[src/rtl/wrr_pop_scheduler_pkg.sv]
// Shared types and constants for the weighted round-robin VC pop scheduler.
package wrr_pop_scheduler_pkg;

    localparam int unsigned NumVc = 4;

    localparam logic [1:0] VCHANEL0 = 2'b00;
    localparam logic [1:0] VCHANEL1 = 2'b01;
    localparam logic [1:0] VCHANEL2 = 2'b10;
    localparam logic [1:0] VCHANEL3 = 2'b11;

    localparam logic [NumVc-1:0] EMPTY = 4'b0000;

    typedef enum logic [1:0] {
        IDLE   = 2'b00,
        SERVE  = 2'b01,
        RELOAD = 2'b10
    } state_e;

    function automatic logic [NumVc-1:0] vc_onehot(logic [1:0] idx);
        logic [NumVc-1:0] oh;
        oh = EMPTY;
        unique case (idx)
            VCHANEL0: oh = 4'b0001;
            VCHANEL1: oh = 4'b0010;
            VCHANEL2: oh = 4'b0100;
            VCHANEL3: oh = 4'b1000;
            default:  oh = EMPTY;
        endcase
        return oh;
    endfunction

endpackage

[src/rtl/wrr_pop_scheduler_if.sv]
// Handshake bundle between the VC FIFOs / output mux and the pop scheduler.
interface wrr_pop_scheduler_if;
    logic       enb;
    logic [3:0] vc_empty;
    logic       dst_ready;
    logic [3:0] pop;
    logic [1:0] arbiter;
    logic       valid_out;
    logic       round_done;

    modport master (
        output enb, vc_empty, dst_ready,
        input  pop, arbiter, valid_out, round_done
    );

    modport slave (
        input  enb, vc_empty, dst_ready,
        output pop, arbiter, valid_out, round_done
    );
endinterface

[src/rtl/wrr_pop_scheduler_rr_next_finder.sv]
// Four-way circular priority search. With incl_start_i the order is start, start+1, ...;
// without it the start index is tried last (start+1, start+2, start+3, start).
module wrr_pop_scheduler_rr_next_finder
    import wrr_pop_scheduler_pkg::*;
(
    input  logic [3:0] req_i,
    input  logic [1:0] start_i,
    input  logic       incl_start_i,
    output logic [1:0] idx_o,
    output logic       found_o
);

    always_comb begin
        logic [1:0] cand;
        cand    = VCHANEL0;
        idx_o   = VCHANEL0;
        found_o = 1'b0;
        // Walk from the lowest priority up so the highest-priority hit wins last.
        for (int k = 3; k >= 0; k--) begin
            cand = start_i + 2'(k) + (incl_start_i ? 2'd0 : 2'd1);
            if (req_i[cand]) begin
                idx_o   = cand;
                found_o = 1'b1;
            end
        end
    end

endmodule

[src/rtl/wrr_pop_scheduler.sv]
// Weighted round-robin pop scheduler for four VC FIFOs; emits pop strobes and an
// arbiter select registered to line up with the FIFOs' one-cycle read latency.
module wrr_pop_scheduler
    import wrr_pop_scheduler_pkg::*;
#(
    parameter int unsigned W0    = 4,
    parameter int unsigned W1    = 2,
    parameter int unsigned W2    = 1,
    parameter int unsigned W3    = 1,
    parameter int unsigned CNT_W = 4
) (
    input logic                clk,
    input logic                rst,
    wrr_pop_scheduler_if.slave bus
);

    localparam logic [CNT_W-1:0] Wgt [NumVc] = '{CNT_W'(W0), CNT_W'(W1), CNT_W'(W2), CNT_W'(W3)};

    state_e           state_q, state_d;
    logic [1:0]       cur_q, cur_d;
    logic [1:0]       arbiter_q, arbiter_d;
    logic             valid_q, valid_d;
    logic [CNT_W-1:0] credit_q [NumVc];
    logic [CNT_W-1:0] credit_d [NumVc];

    logic [3:0] elig, elig_post, reload_mask, find_req;
    logic       find_incl, find_found, pop_en, last_credit;
    logic [1:0] find_idx;

    always_comb begin
        for (int i = 0; i < NumVc; i++) begin
            elig[i]        = !bus.vc_empty[i] && (credit_q[i] != '0);
            reload_mask[i] = !bus.vc_empty[i] && (Wgt[i] != '0);
        end
        pop_en      = (state_q == SERVE) && bus.enb && bus.dst_ready && elig[cur_q];
        last_credit = (credit_q[cur_q] == CNT_W'(1));
        // Search after a pop must see the decremented credit of cur.
        elig_post = elig;
        if (pop_en && last_credit) elig_post[cur_q] = 1'b0;

        find_incl = 1'b0;
        find_req  = reload_mask;
        if (state_q == IDLE) begin
            find_req  = elig;
            find_incl = 1'b1;
        end else if (state_q == SERVE) begin
            find_req = elig_post;
        end
    end

    wrr_pop_scheduler_rr_next_finder u_finder (
        .req_i        (find_req),
        .start_i      (cur_q),
        .incl_start_i (find_incl),
        .idx_o        (find_idx),
        .found_o      (find_found)
    );

    always_ff @(posedge clk or negedge rst) begin
        if (!rst) begin
            state_q   <= IDLE;
            cur_q     <= VCHANEL0;
            arbiter_q <= VCHANEL0;
            valid_q   <= 1'b0;
            for (int i = 0; i < NumVc; i++) credit_q[i] <= Wgt[i];
        end else begin
            state_q   <= state_d;
            cur_q     <= cur_d;
            arbiter_q <= arbiter_d;
            valid_q   <= valid_d;
            credit_q  <= credit_d;
        end
    end

    always_comb begin
        state_d   = state_q;
        cur_d     = cur_q;
        credit_d  = credit_q;
        arbiter_d = pop_en ? cur_q : arbiter_q;
        valid_d   = pop_en;
        if (pop_en) credit_d[cur_q] = credit_q[cur_q] - CNT_W'(1);

        case (state_q)
            IDLE: begin
                if (bus.enb) begin
                    if (|elig) begin
                        state_d = SERVE;
                        cur_d   = find_idx;
                    end else if (|reload_mask) begin
                        state_d = RELOAD;
                    end
                end
            end
            SERVE: begin
                // Advance on the last credit or when cur cannot be served (bubble).
                if (bus.enb && bus.dst_ready && !(pop_en && !last_credit)) begin
                    if (find_found) begin
                        cur_d = find_idx;
                    end else if (|reload_mask) begin
                        state_d = RELOAD;
                    end else begin
                        state_d = IDLE;
                    end
                end
            end
            RELOAD: begin
                if (bus.enb) begin
                    credit_d = Wgt;
                    if (find_found) begin
                        state_d = SERVE;
                        cur_d   = find_idx;
                    end else begin
                        state_d = IDLE;
                    end
                end
            end
            default: state_d = IDLE;
        endcase
    end

    always_comb begin
        bus.pop        = pop_en ? vc_onehot(cur_q) : EMPTY;
        bus.arbiter    = arbiter_q;
        bus.valid_out  = valid_q;
        bus.round_done = (state_q == RELOAD);
    end

endmodule

[src/flat_wrapper.sv]
// flat-port wrapper written by rule: the top's interface ports become plain ports
module wrr_pop_scheduler_flat import wrr_pop_scheduler_pkg::*;
#(
    parameter int unsigned W0    = 4,
    parameter int unsigned W1    = 2,
    parameter int unsigned W2    = 1,
    parameter int unsigned W3    = 1,
    parameter int unsigned CNT_W = 4
)
  (clk, rst, bus_enb, bus_vc_empty, bus_dst_ready, bus_pop, bus_arbiter, bus_valid_out, bus_round_done);
  wrr_pop_scheduler_if bus_i ();
  input logic clk;
  input logic rst;
  input wire logic [$bits(bus_i.enb)-1:0] bus_enb;
  input wire logic [$bits(bus_i.vc_empty)-1:0] bus_vc_empty;
  input wire logic [$bits(bus_i.dst_ready)-1:0] bus_dst_ready;
  output wire logic [$bits(bus_i.pop)-1:0] bus_pop;
  output wire logic [$bits(bus_i.arbiter)-1:0] bus_arbiter;
  output wire logic [$bits(bus_i.valid_out)-1:0] bus_valid_out;
  output wire logic [$bits(bus_i.round_done)-1:0] bus_round_done;
  assign bus_i.enb = bus_enb;
  assign bus_i.vc_empty = bus_vc_empty;
  assign bus_i.dst_ready = bus_dst_ready;
  assign bus_pop = bus_i.pop;
  assign bus_arbiter = bus_i.arbiter;
  assign bus_valid_out = bus_i.valid_out;
  assign bus_round_done = bus_i.round_done;
  wrr_pop_scheduler #(.W0(W0), .W1(W1), .W2(W2), .W3(W3), .CNT_W(CNT_W)) u_core (.clk(clk), .rst(rst), .bus(bus_i));
endmodule
[config.mk]
export PLATFORM = sky130hd
export DESIGN_NAME = wrr_pop_scheduler_flat
export DESIGN_NICKNAME = d
export VERILOG_FILES = /design/src/rtl/wrr_pop_scheduler_pkg.sv /design/src/rtl/wrr_pop_scheduler_if.sv /design/src/rtl/wrr_pop_scheduler_rr_next_finder.sv /design/src/rtl/wrr_pop_scheduler.sv /design/src/flat_wrapper.sv
export SDC_FILE = /design/constraint.sdc
export NUM_CORES = 1
export LEC_CHECK = 0
export ABC_AREA = 1
export CAP_MARGIN = 10
export CORE_MARGIN = 4
export CORE_UTILIZATION = 55
export CTS_CLUSTER_SIZE = 30
export DETAILED_ROUTE_END_ITERATION = 10
export HOLD_SLACK_MARGIN = 0.02
export PLACE_DENSITY = 0.81
export SYNTH_ARGS = -nofsm -noshare
export SYNTH_HDL_FRONTEND = slang
export SYNTH_HIERARCHICAL = 1
export SYNTH_SLANG_ARGS = --single-unit
export TNS_END_PERCENT = 5
[constraint.sdc]
create_clock -name clk -period 5.29 [get_ports clk]
set_clock_uncertainty 0.1 [all_clocks]
set_input_delay 1.058 -clock clk [delete_from_list [all_inputs] [get_ports clk]]
set_output_delay 1.058 -clock clk [all_outputs]
set_load 0.05 [all_outputs]
==> out/qor.yml, run 1 <==
yosys_warnings: 6
die_area_um2: 4500
worstPathRequired_ns: 4.13
die_y_um: 67.1
hpwl_um: 3240
fin_tns_setup_ns: 0
switching_share: 0.555
track_usage: 0.199
cts_buffers: 3
syn_inst: 276
finalInstanceArea_um2: 2130
post-route-min-period_ns: 4.31
criticalPathCategory: "primary input to output pin"
cts-root-buf: "clkbuf_4"
syn_nets: 292
period_share: 0.814
combPwrFrac: 0.694
power_frac_seq: 0.249
ant_nets: 0
leakage_nw: 1.16
io_buffers: 15
hold_viol_final: 0
initial_core_util: 0.571
ys_seq_area_frac: 0.302
fillers: 322
path_max_fanout: 8
synth_cell_type_count: 34
vias: 1714
io-pin-count: 16
synth_area_per_cell_um2: 6.95
fmax_ghz: 0.232
outcome: "completed"
n_antenna_cell: 0
drive_above_1_share: 0.175
rr_startpoint: "u_core/cur_q[1]$_DFFE_PN0P_"
crit_start: "bus_enb"
cts.repair.resized: 0
die_w_um: 67.1
clk_latency_ns: 0.31
drt_wl_total_um: 4010
hp-start: "u_core/bus.arbiter[0]$_DFFE_PN0P_"
cts_tree: "built"
num-nets-final: 309
layout_setup_ws_ns: 0.981
p_per_area_nw_per_um2: 664
drt_pass1_iterations: 4
rsz0062_at_grt: "no"
p_int_uw: 629
crit_arrival_ns: 3.15
finalMaxSlewViolations: 0
wl_per_cell_um: 11.9
layout_common_cells: "nand2_1 (77), nor2_1 (38), inv_1 (28)"
hold_buffers: 0
grt_pass1_wl_um: 6990
setup_viol_count_final: 0
post_cts_buffers: 0
endpoint_kind: "output pin"
relSlewSlack: 0.337
dp_slack_ns: 0.984
final_common_cell: "nand2_1"
dpl_cell_area_um2: 2100
h-tree-depth: 1
grt_pass1_vias: 1606
area_growth_pct: 10.8
syn-cell-area_um2: 1920
tightest_slew_ns: 0.991
grt_max_degree: 24
route.detailed.drc: 0
clkSlewWorstSetupHoldPaths_ns: 0.12
ir_drop_uv: 294
antenna_found_initial: 0
cts_buffer_depth: 2
ys_seq_elements: 23
pwr-share-clk: 0.057
p_sw_uw: 783
placementRows: 21
first_iter_violations: 104
overflow: 0
core_area_um2: 3360
gp_congestion: 0.855
via_per_inst: 5.07
hold_path_class: "flip-flop to flip-flop"
drv_cap: 0
startpoint_type: "primary input"
cts.sinks: 23
-- layer usage --
layer / vias to the layer above / share of wire / global-route usage / wire, um
met4: 0 / 0.0060 / 0.0329 / 24
met2: 46 / 0.47 / 0.328 / 1900
met5: - / 0 / 0 / 0
li1: 898 / - / - / -
met1: 766 / 0.46 / 0.272 / 1860
met3: 4 / 0.056 / 0.0388 / 226
-- state kept, by name (all words and copies together), names as in the netlist --
register,flops
u_core/state_q,2
u_core/bus.arbiter,2
u_core/credit_q,16
u_core/bus.valid_out,1
u_core/cur_q,2
-- Yosys cell counts (all sizes together) --
cell,count,area [um^2]
nand2,98,464
nor2,44,213
inv,35,141
dfrtp,19,475
o21ai,19,98.8
nand3,17,103
a21oi,9,45.0
ha,8,100
clkinv,5,32.5
o22ai,5,31.3
dfstp,4,105
buf,3,27.5
o21bai,2,15.0
xnor2,2,17.5
and2,1,6.26
nand4,1,6.26
nor3,1,16.3
nor3b,1,7.51
o211ai,1,7.51
or2,1,6.26
-- critical path, stage by stage --
cell and delay, ns:
clkdlybuf4s50_1 0.51, nand2_1 0.10, nor2_2 0.16, nand3_4 0.12
nor2_8 0.22, nand2_4 0.11, clkinv_2 0.08, clkdlybuf4s50_1 0.80
-- worst paths after layout --
check | to | slack, ns | cells past startpoint
setup / recovery | bus_pop[2] | 0.98 | 8
hold / removal | u_core/bus.arbiter[0]$_DFFE_PN0P_ | 0.40 | 2
setup reg to reg | u_core/cur_q[1]$_DFFE_PN0P_ | 1.61 | 20
hold reg to reg | u_core/bus.arbiter[0]$_DFFE_PN0P_ | 0.40 | 2
max in group asynchronous | u_core/state_q[0]$_DFFE_PN0P_ | 3.31 | 1
min in group asynchronous | u_core/credit_q[12]$_DFF_PN0_ | 1.18 | 1
-- layout make-up --
cell class	instances	area, um^2	area share
well taps	46	57.6	0.0271
multi-input cells	210	1140	0.535
flip-flops and latches	23	581	0.273
clock buffers	4	26.3	0.0124
repair buffers	15	150	0.0706
inverters	40	174	0.0818
-- stage by stage --
stage	total power, mW	hold WS (ns)	std cells	util
6_report	1.41	0.402	338	0.632
5_1_grt	1.56	0.430	338	0.632
4_1_cts	1.41	0.411	338	0.632
3_5_place_dp	1.33	0.380	334	0.624
3_3_place_gp	1.31	0.365	334	0.624
2_1_floorplan	1.14	0.383	276	-
-- cell families after synthesis --
group | Yosys count | synth area share
adder cells (fa/ha/maj) | 8 | 0.0522
AO/OA/AOI/OAI | 36 | 0.103
flip-flops | 23 | 0.302
AND/OR/NAND/NOR | 164 | 0.428
XOR/XNOR | 2 | 0.00913
buffers and inverters | 43 | 0.105
-- power by group through the flow --
stage,sequential (mW),combinational (mW),clock [mW]
global route,0.365,1.10,0.0909
CTS,0.350,0.977,0.0827
finish,0.352,0.981,0.0801
floorplan,0.333,0.805,0
global placement,0.353,0.958,0
detailed placement,0.354,0.974,0
(Power assumes the default switching activity.)
==> run 2, diff against run 1 <==
Settings changed: CORE_UTILIZATION 55 to 52.
Clock period 5.29 ns to 3.87 ns, I/O delays scaled along.
==> run 2 against run 1 <==
  * Sequential power rose by 38%
  * Routed wire length is 2.1% higher
  * Via count is 2.0% higher
  * Combinational power increased by 36%
  * Design area up 0.53%
  * Worst hold slack worse by 0.017 ns
  * Global-route usage down 0.53 points
  * Power increased by 39%
  * Non-clock buffer count stayed put
  * Clock power is 87% higher
  * Largest cell class unchanged
  * Highest routed layer unchanged
==> out/qor.yml, run 2 (synthesis gave the netlist of run 1 again) <==
outcome: "completed"
tightest_slew_ns: 1.03  # +0.0405 ns
p_total_mw: 1.96  # +39%
ant_nets: 0  # unchanged
hold_buffers: 0  # unchanged
drv_cap: 0  # unchanged
hold_path_class: "flip-flop to flip-flop"
dr_wl_met3_um: 254  # +12%
post-route-min-period_ns: 3.35
criticalPathCategory: "flip-flop to flip-flop"
finalInstanceArea_um2: 2140  # +0.53%
cts-root-buf: "clkbuf_8"
wl_met2_um: 1870  # -1.5%
wl_per_cell_um: 12.1  # +2.1%
period_share: 0.865
slowest_stage: "dfrtp_1"
p_int_uw: 890  # +41%
setup_viol_count_final: 0  # unchanged
vias: 1749  # +2.0%
fmax_ghz: 0.299
cts_buffers: 3  # unchanged
cpPeakStageDelay_ns: 0.66  # -0.14 ns
num-nets-final: 309  # unchanged
post_cts_buffers: 0  # unchanged
h-tree-depth: 1  # unchanged
io-pin-count: 16  # unchanged
crit_arrival_ns: 3.41  # +0.26 ns
grt_pass1_vias: 1558  # -3.0%
worstPathRequired_ns: 3.94  # -0.19 ns
top_register: "u_core/credit_q"
layout_setup_ws_ns: 0.523  # -0.459 ns
area_growth_pct: 11.3
overflow: 0  # unchanged
clk_latency_ns: 0.27  # -0.04 ns
dp_slack_ns: 0.321  # -0.663 ns
n_antenna_cell: 0  # unchanged
via_per_inst: 5.17  # +2.0%
startpoint_type: "flip-flop"
r2r_slack_ns: 0.52  # -1.09 ns
rsz0062_at_grt: "no"
die_y_um: 68.8  # +2.5%
layout_common_cells: "nand2_1 (77), nor2_1 (38), inv_1 (28)"
cts.repair.resized: 0  # unchanged
combPwrFrac: 0.677  # -0.017
path_max_fanout: 10  # +2
initial_core_util: 0.558  # -0.0131
die_w_um: 68.8  # +2.5%
endpoint_kind: "flip-flop"
switching_share: 0.547  # -0.00803
crit_chain: "inv_6 > nand2_8 > nor2_1 > nor3_4 > inv_1 > ha_1 > nand3_2 > nor2_1 > nand3_1 > nand2_1 > a21oi_1 > nand2_1 > nand2_2 > nor2_1 > nand2_1 > o22ai_1 > nor3b_1 > nand2_1 > nand2_1 > nand2_1"
highest_layer: "met4"
antenna_found_initial: 0  # unchanged
p_per_area_nw_per_um2: 919  # +38%
pwr-share-clk: 0.077  # +0.020
p_sw_mw: 1.07  # +37%
leakage_nw: 1.18  # +1.5%
ir_drop_uv: 357  # +21%
drt_wl_total_um: 4100  # +2.1%
hold_viol_final: 0  # unchanged
drt_pass1_iterations: 5  # +1
relSlewSlack: 0.310  # -0.0271
dpl_cell_area_um2: 2090  # -0.48%
track_usage: 0.194  # -0.00534
gp_congestion: 0.875  # +2.3%
largest_reg_flops: 16  # unchanged
final_common_cell: "nand2_1"
core_area_um2: 3440  # +2.3%
die_area_um2: 4730  # +5.1%
critPathBufInv: 2  # -1
placementRows: 21  # unchanged
finalMaxSlewViolations: 0  # unchanged
cts.sinks: 23  # unchanged
grt_pass1_wl_um: 6810  # -2.6%
clkSlewWorstSetupHoldPaths_ns: 0.08  # -0.04 ns
power_frac_seq: 0.247  # -0.002
route.detailed.drc: 0  # unchanged
fin_tns_setup_ns: 0  # unchanged
met1_length_um: 1910  # +2.6%
cts_tree: "built"
path_common_cell: "nand2_1"
drive_above_1_share: 0.195  # +0.0205
hpwl_um: 3240  # -0.25%
grt_max_degree: 24  # unchanged
cts_buffer_depth: 2  # unchanged
io_buffers: 15  # unchanged
crit_family: "simple AND/OR/NAND/NOR gates"
first_iter_violations: 96  # -7.7%
## run 2: per-layer routing
layer | GRT usage | vias up
met5 | 0 | -
met4 | 0.0657 | 0
met3 | 0.0470 | 8
met2 | 0.312 | 47
met1 | 0.254 | 791
li1 | - | 903
## run 2: worst paths after layout
path                                                   start                           endpoint  depth (start not counted)
max in group asynchronous                                rst        u_core/cur_q[1]$_DFFE_PN0P_                          1
max                              u_core/cur_q[0]$_DFFE_PN0P_        u_core/cur_q[1]$_DFFE_PN0P_                         20
max reg2reg                      u_core/cur_q[0]$_DFFE_PN0P_        u_core/cur_q[1]$_DFFE_PN0P_                         20
min                        u_core/bus.arbiter[0]$_DFFE_PN0P_  u_core/bus.arbiter[0]$_DFFE_PN0P_                          2
min in group asynchronous                                rst      u_core/credit_q[13]$_DFF_PN0_                          1
min reg2reg                u_core/bus.arbiter[0]$_DFFE_PN0P_  u_core/bus.arbiter[0]$_DFFE_PN0P_                          2
## run 2: cell type report
class,count,area [um^2]
clock buffer,3,41.3
timing repair buffer,15,140
sequential,23,582
fill,301,1310
inverter,40,174
clock inverter,1,5.00
multi-input combinational,210,1140
tap,46,57.6
## run 2: stage by stage
| step | hold WS, ns | utilization | std cells |
|---|---|---|---|
| 2_1_floorplan | 0.378 | - | 276 |
| 3_3_place_gp | 0.367 | 0.607 | 334 |
| 3_5_place_dp | 0.373 | 0.607 | 334 |
| 4_1_cts | 0.394 | 0.621 | 338 |
| 5_1_grt | 0.409 | 0.621 | 338 |
| 6_report | 0.386 | 0.621 | 338 |
## run 2: tightest hold or removal path, cell delays in order (launching register included)
cell,delay (ns)
dfrtp_1,0.35
nand2_1,0.05
o21ai_0,0.05
## run 2: power by group through the flow
stage	registers, mW	logic [mW]	clock network (mW)
floorplan	0.455	1.10	0
global placement	0.483	1.29	0
detailed placement	0.484	1.31	0
CTS	0.480	1.32	0.157
global route	0.497	1.50	0.165
finish	0.485	1.33	0.150
